[src/rtl/pipe_ctrl_pkg.sv]
// rtl/pipe_ctrl_pkg.sv - shared types and constants for the pipeline control unit
package pipe_ctrl_pkg;

  typedef enum logic [1:0] {
    RUN    = 2'd0,
    DRAIN  = 2'd1,
    HALTED = 2'd2
  } pipe_state_t;

  // addi x0, x0, 0 - the instruction loaded into IF/ID on a flush
  localparam logic [31:0] NOP_INSN = 32'h00000013;

endpackage

[src/rtl/pipeline_control_unit_if.sv]
// rtl/pipeline_control_unit_if.sv - hazard inputs and pipeline control outputs
interface pipeline_control_unit_if #(
  parameter int CNT_W = 32
);
  logic [4:0]       id_rs1;
  logic [4:0]       id_rs2;
  logic             id_use_rs1;
  logic             id_use_rs2;
  logic [4:0]       id_ex_rd;
  logic             id_ex_mem_read;
  logic             id_is_halt;
  logic             ex_mispredict;
  logic             mem_busy;
  logic             pc_write;
  logic             if_id_write;
  logic             if_id_flush;
  logic             id_ex_bubble;
  logic             pipe_freeze;
  logic             is_halted;
  logic [CNT_W-1:0] stall_cycles;
  logic [CNT_W-1:0] flush_count;

  modport master (
    output id_rs1, id_rs2, id_use_rs1, id_use_rs2, id_ex_rd, id_ex_mem_read,
           id_is_halt, ex_mispredict, mem_busy,
    input  pc_write, if_id_write, if_id_flush, id_ex_bubble, pipe_freeze,
           is_halted, stall_cycles, flush_count
  );

  modport slave (
    input  id_rs1, id_rs2, id_use_rs1, id_use_rs2, id_ex_rd, id_ex_mem_read,
           id_is_halt, ex_mispredict, mem_busy,
    output pc_write, if_id_write, if_id_flush, id_ex_bubble, pipe_freeze,
           is_halted, stall_cycles, flush_count
  );
endinterface

[src/rtl/load_use_detect.sv]
// rtl/load_use_detect.sv - combinational load-use hazard comparator
module load_use_detect (
  input  logic [4:0] id_rs1,
  input  logic [4:0] id_rs2,
  input  logic       id_use_rs1,
  input  logic       id_use_rs2,
  input  logic [4:0] id_ex_rd,
  input  logic       id_ex_mem_read,
  output logic       lu
);
  // x0 never carries a dependency, so a load into x0 is harmless
  assign lu = id_ex_mem_read && (id_ex_rd != 5'd0) &&
              ((id_use_rs1 && (id_rs1 == id_ex_rd)) ||
               (id_use_rs2 && (id_rs2 == id_ex_rd)));
endmodule

[src/rtl/pipeline_control_unit.sv]
// rtl/pipeline_control_unit.sv - stall/flush/halt sequencer for the 5-stage pipeline
module pipeline_control_unit
  import pipe_ctrl_pkg::*;
#(
  parameter int DRAIN_CYCLES = 4,
  parameter int CNT_W        = 32
) (
  input  logic                    clk,
  input  logic                    reset,
  pipeline_control_unit_if.slave  bus
);
  localparam int DW = (DRAIN_CYCLES > 1) ? $clog2(DRAIN_CYCLES) : 1;
  localparam logic [DW-1:0] DRAIN_INIT = DW'(DRAIN_CYCLES - 1);

  pipe_state_t      state_q, state_d;
  logic [DW-1:0]    drain_q, drain_d;
  logic             halted_q;
  logic [CNT_W-1:0] stall_q, flush_q;
  logic             lu;
  logic             stall_inc, flush_inc;

  load_use_detect u_lu (
    .id_rs1         (bus.id_rs1),
    .id_rs2         (bus.id_rs2),
    .id_use_rs1     (bus.id_use_rs1),
    .id_use_rs2     (bus.id_use_rs2),
    .id_ex_rd       (bus.id_ex_rd),
    .id_ex_mem_read (bus.id_ex_mem_read),
    .lu             (lu)
  );

  always_ff @(posedge clk or posedge reset) begin
    if (reset) begin
      state_q  <= RUN;
      drain_q  <= '0;
      halted_q <= 1'b0;
      stall_q  <= '0;
      flush_q  <= '0;
    end else begin
      state_q  <= state_d;
      drain_q  <= drain_d;
      halted_q <= (state_d == HALTED);
      if (stall_inc) stall_q <= stall_q + 1'b1;
      if (flush_inc) flush_q <= flush_q + 1'b1;
    end
  end

  // Next state, drain countdown and counter increments
  always_comb begin
    state_d   = state_q;
    drain_d   = drain_q;
    stall_inc = 1'b0;
    flush_inc = 1'b0;
    case (state_q)
      RUN: begin
        if (bus.mem_busy)           stall_inc = 1'b1;
        else if (bus.ex_mispredict) flush_inc = 1'b1;
        else if (lu)                stall_inc = 1'b1;
        else if (bus.id_is_halt) begin
          state_d = DRAIN;
          drain_d = DRAIN_INIT;
        end
      end
      DRAIN: begin
        if (bus.mem_busy)          stall_inc = 1'b1;
        else if (drain_q == '0)    state_d   = HALTED;
        else                       drain_d   = drain_q - 1'b1;
      end
      HALTED: ;
      default: state_d = RUN;
    endcase
  end

  // Control outputs; zero latency from the hazard inputs
  always_comb begin
    bus.pc_write     = 1'b1;
    bus.if_id_write  = 1'b1;
    bus.if_id_flush  = 1'b0;
    bus.id_ex_bubble = 1'b0;
    bus.pipe_freeze  = 1'b0;
    case (state_q)
      RUN: begin
        if (bus.mem_busy) begin
          bus.pc_write    = 1'b0;
          bus.if_id_write = 1'b0;
          bus.pipe_freeze = 1'b1;
        end else if (bus.ex_mispredict) begin
          bus.if_id_flush  = 1'b1;
          bus.id_ex_bubble = 1'b1;
        end else if (lu) begin
          bus.pc_write     = 1'b0;
          bus.if_id_write  = 1'b0;
          bus.id_ex_bubble = 1'b1;
        end else if (bus.id_is_halt) begin
          bus.pc_write    = 1'b0;
          bus.if_id_flush = 1'b1;
        end
      end
      DRAIN: begin
        bus.pc_write    = 1'b0;
        bus.if_id_write = 1'b0;
        bus.if_id_flush = 1'b1;
        bus.pipe_freeze = bus.mem_busy;
      end
      HALTED: begin
        bus.pc_write    = 1'b0;
        bus.if_id_write = 1'b0;
        bus.pipe_freeze = 1'b1;
      end
      default: ;
    endcase
  end

  assign bus.is_halted    = halted_q;
  assign bus.stall_cycles = stall_q;
  assign bus.flush_count  = flush_q;

endmodule

[src/flat_wrapper.sv]
// flat-port wrapper written by rule: the top's interface ports become plain ports
module pipeline_control_unit_flat import pipe_ctrl_pkg::*;
#(
  parameter int DRAIN_CYCLES = 4,
  parameter int CNT_W        = 32
)
  (clk, reset, bus_id_rs1, bus_id_rs2, bus_id_use_rs1, bus_id_use_rs2, bus_id_ex_rd, bus_id_ex_mem_read, bus_id_is_halt, bus_ex_mispredict, bus_mem_busy, bus_pc_write, bus_if_id_write, bus_if_id_flush, bus_id_ex_bubble, bus_pipe_freeze, bus_is_halted, bus_stall_cycles, bus_flush_count);
  pipeline_control_unit_if #(.CNT_W(CNT_W)) bus_i ();
  input  logic clk;
  input  logic reset;
  input wire logic [$bits(bus_i.id_rs1)-1:0] bus_id_rs1;
  input wire logic [$bits(bus_i.id_rs2)-1:0] bus_id_rs2;
  input wire logic [$bits(bus_i.id_use_rs1)-1:0] bus_id_use_rs1;
  input wire logic [$bits(bus_i.id_use_rs2)-1:0] bus_id_use_rs2;
  input wire logic [$bits(bus_i.id_ex_rd)-1:0] bus_id_ex_rd;
  input wire logic [$bits(bus_i.id_ex_mem_read)-1:0] bus_id_ex_mem_read;
  input wire logic [$bits(bus_i.id_is_halt)-1:0] bus_id_is_halt;
  input wire logic [$bits(bus_i.ex_mispredict)-1:0] bus_ex_mispredict;
  input wire logic [$bits(bus_i.mem_busy)-1:0] bus_mem_busy;
  output wire logic [$bits(bus_i.pc_write)-1:0] bus_pc_write;
  output wire logic [$bits(bus_i.if_id_write)-1:0] bus_if_id_write;
  output wire logic [$bits(bus_i.if_id_flush)-1:0] bus_if_id_flush;
  output wire logic [$bits(bus_i.id_ex_bubble)-1:0] bus_id_ex_bubble;
  output wire logic [$bits(bus_i.pipe_freeze)-1:0] bus_pipe_freeze;
  output wire logic [$bits(bus_i.is_halted)-1:0] bus_is_halted;
  output wire logic [$bits(bus_i.stall_cycles)-1:0] bus_stall_cycles;
  output wire logic [$bits(bus_i.flush_count)-1:0] bus_flush_count;
  assign bus_i.id_rs1 = bus_id_rs1;
  assign bus_i.id_rs2 = bus_id_rs2;
  assign bus_i.id_use_rs1 = bus_id_use_rs1;
  assign bus_i.id_use_rs2 = bus_id_use_rs2;
  assign bus_i.id_ex_rd = bus_id_ex_rd;
  assign bus_i.id_ex_mem_read = bus_id_ex_mem_read;
  assign bus_i.id_is_halt = bus_id_is_halt;
  assign bus_i.ex_mispredict = bus_ex_mispredict;
  assign bus_i.mem_busy = bus_mem_busy;
  assign bus_pc_write = bus_i.pc_write;
  assign bus_if_id_write = bus_i.if_id_write;
  assign bus_if_id_flush = bus_i.if_id_flush;
  assign bus_id_ex_bubble = bus_i.id_ex_bubble;
  assign bus_pipe_freeze = bus_i.pipe_freeze;
  assign bus_is_halted = bus_i.is_halted;
  assign bus_stall_cycles = bus_i.stall_cycles;
  assign bus_flush_count = bus_i.flush_count;
  pipeline_control_unit #(.DRAIN_CYCLES(DRAIN_CYCLES), .CNT_W(CNT_W)) u_core (.clk(clk), .reset(reset), .bus(bus_i));
endmodule
[config.mk]
export PLATFORM = sky130hd
export DESIGN_NAME = pipeline_control_unit_flat
export DESIGN_NICKNAME = d
export VERILOG_FILES = /design/src/rtl/pipe_ctrl_pkg.sv /design/src/rtl/pipeline_control_unit_if.sv /design/src/rtl/load_use_detect.sv /design/src/rtl/pipeline_control_unit.sv /design/src/flat_wrapper.sv
export SDC_FILE = /design/constraint.sdc
export NUM_CORES = 1
export LEC_CHECK = 0
export ABC_AREA = 1
export BUFFER_PORTS_ARGS = -buffer_cell sky130_fd_sc_hd__buf_2
export CAP_MARGIN = 20
export CORE_ASPECT_RATIO = 0.6
export CORE_MARGIN = 3
export CORE_UTILIZATION = 52
export DETAILED_ROUTE_END_ITERATION = 10
export PLACE_DENSITY = 0.77
export SLEW_MARGIN = 5
export SYNTH_ARGS = -nofsm -noshare
export SYNTH_HDL_FRONTEND = slang
export SYNTH_HIERARCHICAL = 1
export SYNTH_SLANG_ARGS = --single-unit
[constraint.sdc]
create_clock -name clk -period 4.4 [get_ports clk]
set_input_delay 0.88 -clock clk [delete_from_list [all_inputs] [get_ports clk]]
set_output_delay 0.88 -clock clk [all_outputs]
set_load 0.02 [all_outputs]
Word-level counts from Yosys, hierarchy flattened. Index checks and enable logic that the tools add are counted.

Eq/ne operators: 11. Add/subtract/negate cells: 3. Reduce and logical (&&, ||, !) cells: 11. Muxes and demuxes: 40.

Operators with widths (count): $add 32x1->32 const B (2); $mux 2 (12); $mux 1 (21); $ne 2x2->1 const B (6); $eq 5x5->1 (2); $pmux 1 s2 (4); $reduce_and 7->1 (1); $pmux 2 s3 (1); $reduce_bool 5->1 (1); $eq 2x2->1 const B (2); $logic_and 1x1->1 (4); $logic_not 2->1 (2); $pmux 2 s2 (1); $pmux 1 s3 (1); $eq 2x1->1 const B (1); $reduce_bool 2->1 (1); $reduce_or 2->1 (1); $sub 2x1->2 const B (1); $logic_or 1x1->1 (1).

Input port bits: 23. Word-level logic and storage cells: 70. Bits in registers: 69. Output and inout port bits: 70.

Logic depth before layout (Yosys ltp). Gate-level depths: netlist (run 1).

Depth after elaboration: 9. Mapped depth: 14.

By module. The synthesis (run 1) kept the hierarchy.

By module, submodules not included: pipeline_control_unit (instances 1, area an instance 4035.1 µm², cells each 509); load_use_detect (instances 1, area an instance 216.5 µm², cells each 54).

Worst setup path after synthesis (run 1). OpenSTA, ideal clock, no wires.

Path kind: input port to output port. Start point: input port bus_id_ex_rd[2]. End point: output port bus_if_id_write. Stages on the path: 9. Buffers on the path: 0. Arrival: 1.810 ns. Setup slack: 1.710 ns. Required time: 3.520 ns. Path through: inv_1 -> nor2_1 -> a21oi_1 -> nand3_1 -> a21oi_1 -> nand2_1 -> nand2_1 -> nor2_1 -> o21bai_1.

Longest elaborated chain between the ends: 8.

Ends and longest elaborated chain: start, declared (line flat_wrapper.sv:15) `input wire logic [$bits(bus_i.id_ex_rd)-1:0] bus_id_ex_rd;`; $eq 5x5->1 (on tied branches) (line load_use_detect.sv:13, load_use_detect.sv:14); $logic_and 1x1->1 (on tied branches) (line load_use_detect.sv:13, load_use_detect.sv:14); $logic_or 1x1->1 (line load_use_detect.sv:13) `((id_use_rs1 && (id_rs1 == id_ex_rd)) ||`; $logic_and 1x1->1 (*) (line load_use_detect.sv:12) `assign lu = id_ex_mem_read && (id_ex_rd != 5'd0) &&`; via u_core.lu (line pipeline_control_unit.sv:19) `logic lu;`; $mux 1 (*) (line pipeline_control_unit.sv:90) `end else if (lu) begin`; $mux 1 (*) (line pipeline_control_unit.sv:87) `end else if (bus.ex_mispredict) begin`; $mux 1 (*) (line pipeline_control_unit.sv:83) `if (bus.mem_busy) begin`; $pmux 1 s2 (*) (line pipeline_control_unit.sv:81) `case (state_q)`; end, declared (line flat_wrapper.sv:21) `output wire logic [$bits(bus_i.if_id_write)-1:0] bus_if_id_write;`.

Mark *: on every way through the listed nets, which the timed path passes. The rest lies on a longest branch.

Worst setup path after layout (run 1). Same ends and word-level chain as after synthesis.

==> results of run 1 <==
-- power by group --
group | internal, µW | switching, µW | total [µW]
combinational | 170 | 348 | 517
clock | 525 | 256 | 780
sequential | 697 | 66.8 | 764
-- tightest hold or removal path: stages (launching register included) --
cell and delay, ps:
sky130_fd_sc_hd__dfrtp_1 350, sky130_fd_sc_hd__nand2_1 60, sky130_fd_sc_hd__nand2_1 50
-- worst paths after layout --
path | startpoint | end | slack [ps] | cells after the start
min in group asynchronous | reset | u_core/bus.flush_count[6] | 760 | 2
hold reg to reg | u_core/bus.flush_count[31] | u_core/bus.flush_count[31] | 490 | 2
hold / removal | u_core/bus.flush_count[31] | u_core/bus.flush_count[31] | 490 | 2
max in group asynchronous | reset | u_core/bus.flush_count[25] | 2740 | 3
setup / recovery | bus_id_ex_rd[2] | bus_if_id_write | 1380 | 12
setup reg to reg | u_core/state_q[1] | u_core/bus.flush_count[24] | 2340 | 9
-- sequential cells by signal (all words and copies together) (netlist names) --
signal	cells
u_core/state_q	2
u_core/drain_q	2
u_core/bus.flush_count	32
u_core/bus.stall_cycles	32
u_core/bus.is_halted	1
-- cell usage after synthesis (4+ instances only) --
cell type                   n
sky130_fd_sc_hd__nand2_1  169
sky130_fd_sc_hd__inv_1     85
sky130_fd_sc_hd__dfrtp_1   69
sky130_fd_sc_hd__nor2_1    62
sky130_fd_sc_hd__nand3_1   30
sky130_fd_sc_hd__nand4_1   20
sky130_fd_sc_hd__xnor2_1   20
sky130_fd_sc_hd__xor2_1    20
sky130_fd_sc_hd__nand2_2   11
sky130_fd_sc_hd__nor3_1    10
sky130_fd_sc_hd__ha_1       7
sky130_fd_sc_hd__nor2_4     7
sky130_fd_sc_hd__a21oi_1    6
sky130_fd_sc_hd__inv_2      6
sky130_fd_sc_hd__nor2_2     6
sky130_fd_sc_hd__o21ai_0    6
sky130_fd_sc_hd__nand2_4    4
sky130_fd_sc_hd__o21ai_1    4
-- layer usage --
layer / vias to the layer above / share of wire
li1: 1950 / -
met1: 1868 / 0.47
met2: 179 / 0.42
met3: 10 / 0.095
met4: 0 / 0.0091
met5: - / 0
-- cell families after synthesis --
kind of cell,after synthesis,synth area share
adders and majority gates,7,0.02060
AOI/OAI and AO/OA,20,0.02619
DFF,69,0.4061
xor gates and xnor gates,41,0.08623
and+or+nand+nor,334,0.3779
buffers and inverters,92,0.08299
-- stage by stage --
| step | total power, µW | cell area (µm²) | util |
|---|---|---|---|
| global route | 2174 | 5165 | 0.6798 |
| CTS | 2074 | 5165 | 0.6798 |
| finish | 2062 | 5165 | 0.6798 |
| global placement | 1264 | 4838 | 0.6369 |
| floorplan | 1130 | 4252 | - |
| detailed placement | 1285 | 4838 | 0.6369 |
-- final cells by class --
| cell class | instances | area (µm²) |
|---|---|---|
| timing repair buffer | 93 | 467.9 |
| fill | 631 | 2432 |
| sequential | 69 | 1727 |
| tap | 104 | 130.1 |
| clock inverter | 4 | 70.07 |
| clock buffer | 12 | 256.5 |
| multi-input combinational | 402 | 2172 |
| inverter | 91 | 341.6 |
==> results.md, run 1 <==
- The flow ran to the end, and the final reports show no timing, DRC or antenna violations.
- After detailed routing, the number of vias per cell comes to 5.170.
- The met2 usage in global routing is 0.3488.
- The die width is 122.7 µm.
- The number of antenna violations at the first check in global routing was 0.
- The number of gates resized after CTS was 0.
- The distinct cell type count after synthesis is 29.
- The most common cell after layout, fill and taps aside is sky130_fd_sc_hd__nand2_1.
- The routed wire length is 10720 µm.
- The maximum single-stage delay on the critical path is 240 ps.
- The share of synthesized area in the top cell type comes to 0.4061.
- Among all stages on the critical path, the largest delay is contributed by sky130_fd_sc_hd__a21oi_1.
- The fraction of synthesis flops using an asynchronous set or reset pin is 1.000.
- The wire length of the first global-routing pass is 18310 µm.
- The maximum buffer depth of the clock tree is 2.
- The setup path with the least slack is of type in2out.
- The number of buffers inserted for hold repair after clock tree synthesis is 0.
- The most repeated library cell on the critical path is sky130_fd_sc_hd__nand2_1.
- Clock-pin slew was measured on the worst setup and hold paths at 50 ps.
- The worst min-delay path category is reg2reg.
- The most congested layer reported by global routing is met1.
- For the worst-skew pair, the clock arrives at the later sink with an insertion delay of 330 ps.
- The antenna diode count is 0.
- In this run the count of I/O pins placed on the die edge is 93.
- Across the run, the number of max-cap violations was 0.
- Port buffering added 92 buffers.
- The number of core rows is 24.
- The remaining global-route overflow is 0.
- The power density over the cells is 399.2 nW/µm².
- Setup repair after global routing left no endpoint under its margin.
- In the synthesized netlist the dominant register cell turns out to be sky130_fd_sc_hd__dfrtp_1.
- The H-tree was split into 3 levels.
- The final setup skew is 7.187 ps.
- IR analysis of the VDD net gives a maximum drop of 0.4303 mV.
- Across all setup checks in the final design, the least slack found is 1377 ps.
- The portion of the clock cycle consumed by the worst path in the final layout is 0.6870.
- After synthesis the cells add up to 4252 µm².
- Setup violations remaining at the end of the flow were counted as 0.
- The die is 76.04 µm tall.
- The final critical-path required period is 3023 ps.
- The max-slew violation count was 0.
- The clock drives 69 sinks.
- Counting every instance in the synthesized netlist gives 563.
- For this run, global-route usage on met1 was measured as 0.3700.
- The detail route stage leaves a number of antenna-violating nets equal to 0.
- The number of hold violations in the final report is 0.
- STA classifies the critical path startpoint as a primary input.
- The final route contains 4007 vias.
- The largest net degree at the start of global routing is 45.
- The number of cells after detailed placement is 759.
- The transition at the pin with the smallest max-transition slack is 936.1 ps.
- In the global route stage, overall resource usage came out at 0.2432.
- The number of buffers and inverters on the critical path is 3.
- The share of the Yosys chip area taken by registers is 0.4061.
- The post-synthesis sequential element count is 69.
- In this run, CTS created clock tree buffers numbering 9.
- The arrival time of data at the critical path endpoint is 2140 ps.
- In this run the worst path has a maximum fanout of 4.
- The critical path endpoint category is an output port.
- By area the synthesized netlist is led by sky130_fd_sc_hd__dfrtp_1 (41%), sky130_fd_sc_hd__nand2_1 (15%), sky130_fd_sc_hd__inv_1 (7.5%).
- Once layout is complete, the cells apart from fillers number 775.
- The number of search-and-repair iterations in the first detailed-routing pass is 5.
- For this run, design rule violations remaining after detail routing come to 0.
- The routed wire length per instance is 13.83 µm.
- The number of buffers added for setup after CTS is 0.
- The die footprint is 9333 µm².
- The setup slack after placement is 1402 ps.
- The mean post-synth cell area is 7.552 µm².
- At the end of routability-driven placement, the weighted congestion stood at 0.8995.
- The worst pin sits at a relative slew slack of 0.3750.
- The critical path goes through buf_2 -> inv_1 -> nand2_1 -> nand2_1 -> nor2_1 -> nand3_1 -> a21oi_1 -> nand2_1 -> nand2_1 -> nor2_1 -> o21bai_1 -> buf_2.
- When the netlist entered floorplanning its net count stood at 593.
- The number of synthesized flops with an enable pin is 0.
- For this run, global-route usage on met3 was measured as 0.05786.
- The initial utilization of the core area, before any placement, comes to 0.5596.
- TritonCTS built the clock tree.
- The total negative slack for setup checks is 0 ps.
- For the worst setup path, the data required time is 3520 ps.
- The via count of the first global-routing pass came to 3732.
- The family with the most delay on the worst path is simple AND/OR/NAND/NOR gates.
- The share of final-layout standard cells stronger than drive strength 1 is 0.2310.
- During synthesis, Yosys emitted a total of 6 warnings.
- Detailed placement finished with a half-perimeter wire length of 8299 µm.
- The post-synthesis cell type with the largest combined area is sky130_fd_sc_hd__dfrtp_1.
- The maximum frequency from static timing analysis is 330.8 MHz.
- The floorplan step defined a core boundary enclosing 7597 µm².
- Compared with the post-synthesis result, the final layout area differs by 21.48%.
- The top cell types in the final layout, fill and taps aside, are sky130_fd_sc_hd__nand2_1 (169), sky130_fd_sc_hd__buf_2 (92), sky130_fd_sc_hd__inv_1 (84), sky130_fd_sc_hd__dfrtp_1 (69), sky130_fd_sc_hd__nor2_1 (62).
- Hold timing on the final database bottoms out at a slack of 488.1 ps.
- In the final design database the tool counted 696 nets.
- The static leakage power is 0.002831 µW.
- The detailed router's first-iteration violation count is 356.
- The tree is rooted in a sky130_fd_sc_hd__clkbuf_16.
Power figures use the tool's default switching activity.
==> run 2, diff against run 1 <==
- CORE_UTILIZATION: 52 -> 50
- clock period: 4.4 -> 2.5 ns (I/O delays scaled with it)
==> run 2 against run 1 <==
Global-route usage is 1.8 points lower. Worst setup slack worse by 1200 ps. Final area is 0.29% lower. Clock skew is 1.0 ps lower. Critical endpoint is now bus_if_id_flush. Sequential power is 77% higher. Critical path depth is 5 lower. First-iteration DRC count is 14% higher.
==> results.md, run 2 (synthesized netlist as in run 1, its figures left out) <==
- The run finished with clean final reports.
- The routed wire length per instance is 13.32 µm (-3.7%).
- The antenna diode count was 0 (unchanged).
- Relative to the synthesized area, the layout overhead comes to 21.13%.
- The maximum VDD drop is 0.7756 mV (+80%).
- The H-tree level count is 3 (unchanged).
- The ratio of routed vias to standard cells came to 4.997 (-3.3%).
- Setup repair after global routing left no endpoint under its margin.
- The via count of the first global-routing pass was 3650 (-2.2%).
- The slowest cell on the critical path is sky130_fd_sc_hd__dfrtp_1.
- The total of fill cells in the finished design was 701 (+11%).
- The clock latency on the worst-skew pair is 330 ps (about the same).
- The area taken by multi-input logic gates was 2185 µm² (+0.58%).
- The remaining number of nets flagged by the antenna check after routing is 0 (unchanged).
- The max-slew violation count came to 0 (unchanged).
- The final worst slack is 185.4 ps (-1192 ps).
- The routed wire length came to 10350 µm (-3.4%).
- The overall via count from detail_route is 3883 (-3.1%).
- The initial core utilization came to 0.5268 (-0.03280).
- The post-layout total power came to 3493 µW (+69%).
- The number of hold violations in the final report is 0 (unchanged).
- The number of search-and-repair iterations in the first detailed-routing pass is 5 (unchanged).
- The share of final-layout standard cells stronger than drive strength 1 is 0.2287 (-0.002299).
- The clock tree from TritonCTS is done.
- The total clock buffers created by CTS is 9 (unchanged).
- In the layout the commonest cells are sky130_fd_sc_hd__nand2_1 (169), sky130_fd_sc_hd__buf_2 (92), sky130_fd_sc_hd__inv_1 (84), sky130_fd_sc_hd__dfrtp_1 (69), sky130_fd_sc_hd__nor2_1 (62).
- The worst max-slew margin expressed relative to the limit is 0.7402 (+0.3652).
- The power density over the cells was 678.3 nW/µm² (+70%).
- The data required time at the worst endpoint was 2000 ps (-1520 ps).
- The total buffers and inverters traversed by the critical path came to 3 (unchanged).
- The number of sinks driven by the clock tree was 69 (unchanged).
- The detailed router's first-iteration violation count is 406 (+14%).
- The hold slack is 242.0 ps (-246.1 ps).
- The area taken by flip-flops and latches is 1727 µm² (unchanged).
- Timing would allow up to 432.0 MHz.
- The largest net degree at the start of global routing came to 70 (+56%).
- The vertical die dimension is 77.43 µm (+1.8%).
- The most common cell after layout, fill and taps aside is sky130_fd_sc_hd__nand2_1.
- The cell family contributing the most delay on the critical path is buffers and inverters.
- The number of core rows is 25 (+4.2%).
- The quantity of I/O buffers inserted on ports is 92 (unchanged).
- The max-cap check violation count came to 0 (unchanged).
- The final critical-path required period is 2315 ps.
- The final setup skew was 6.180 ps (-1.007 ps).
- The wire length of the first global-routing pass is 17640 µm (-3.6%).
- The clock edge transition at the registers on the reported setup and hold paths is 50 ps (about the same).
- The final weighted congestion in routability-driven placement is 0.9201 (+2.3%).
- The critical path goes through inv_1 -> ha_4 -> inv_1 -> nor2_1 -> o21ai_0 -> nand2_1 -> buf_2.
- The total track usage was 0.2254 (-0.01772).
- The net total in the final layout came to 696 (unchanged).
- The setup slack after placement was 235.3 ps (-1167 ps).
- The remaining global-route overflow is 0 (unchanged).
- The HPWL reported at the end of detailed placement is 7957 µm (-4.1%).
- The arrival time of data at the critical path endpoint is 1810 ps (-330 ps).
- The static leakage power is 0.002813 µW (-0.66%).
- The maximum buffer depth of the clock tree was 2 (unchanged).
- The launch point of the critical path is u_core/state_q[1].
- The die footprint is 9682 µm² (+3.7%).
- The transition at the pin with the smallest max-transition slack came to 386.7 ps (-549.5 ps).
- The critical path endpoint category is an output port.
- The worst-path maximum fanout is 9 (+5).
- The total I/O pin count came to 93 (unchanged).
- The portion of the clock cycle consumed by the worst path in the final layout is 0.9258.
- The maximum single-stage delay on the critical path is 410 ps (+170 ps).
- The number of antenna violations at the first check in global routing came to 0 (unchanged).
- The internal reg-to-reg setup slack was 530 ps (-1810 ps).
- The setup path with the least slack is of type reg2out.
- The area of the core region came to 8070 µm² (+6.2%).
- The number of buffers inserted for hold repair after clock tree synthesis came to 0 (unchanged).
- The most repeated library cell on the critical path is sky130_fd_sc_hd__inv_1.
- The final setup violation count is 0 (unchanged).
- The total negative slack for setup checks is 0 ps (unchanged).
- The die width is 125.0 µm (+1.9%).
- The critical path launch point type is a flop.
- The clock tree root buffer cell is sky130_fd_sc_hd__clkbuf_16.
- The number of remaining DRC errors was 0 (unchanged).
- The tightest min-delay check is of the in2async type.
- The startpoint identified for the worst register-to-register timing path is u_core/state_q[1].
[run 2: metrics by stage]
stage | area, µm² | utilization | instances
floorplan | 4252 | - | 563
global placement | 4856 | 0.6017 | 763
detailed placement | 4856 | 0.6017 | 763
CTS | 5140 | 0.6369 | 777
global route | 5150 | 0.6381 | 777
finish | 5150 | 0.6381 | 777
[run 2: repair_timing]
item                       4_1_cts  5_1_grt
resized for setup                1        1
gates cloned                     0        0
setup buffers                    0        0
setup endpoints to repair        1        1
[run 2: path summary, 6_finish.rpt]
| check | end | cells after the start |
|---|---|---|
| setup / recovery | bus_if_id_flush | 7 |
| hold / removal | u_core/bus.flush_count[3] | 3 |
| setup reg to reg | u_core/bus.stall_cycles[28] | 9 |
| hold reg to reg | u_core/bus.flush_count[13] | 1 |
| max in group asynchronous | u_core/bus.flush_count[6] | 3 |
| min in group clk | u_core/bus.flush_count[13] | 1 |
[run 2: tightest hold or removal path: cells and delay by family]
| family | cells | cell delay, ps |
|---|---|---|
| buffers and inverters | 3 | 470 |
[run 2: final cells by class]
class	count	area share
clock inverters	2	0.006803
multi-input cells	402	0.4242
inverters	91	0.06633
well taps	108	0.02624
repair buffers	93	0.09329
clock buffers	12	0.04786
flip-flops and latches	69	0.3353
[run 2: power by group]
part,internal [µW],switching [µW]
Sequential,1230,122
Clock,786,434
Combinational,323,601
Total,2340,1160
[run 2: metal layers]
layer / vias to the layer above / global-route usage / part of all wire
li1: 1949 / - / -
met1: 1789 / 0.3291 / 0.51
met2: 134 / 0.3328 / 0.40
met3: 11 / 0.06190 / 0.080
met4: 0 / 0.05628 / 0.011
met5: - / 0 / 0
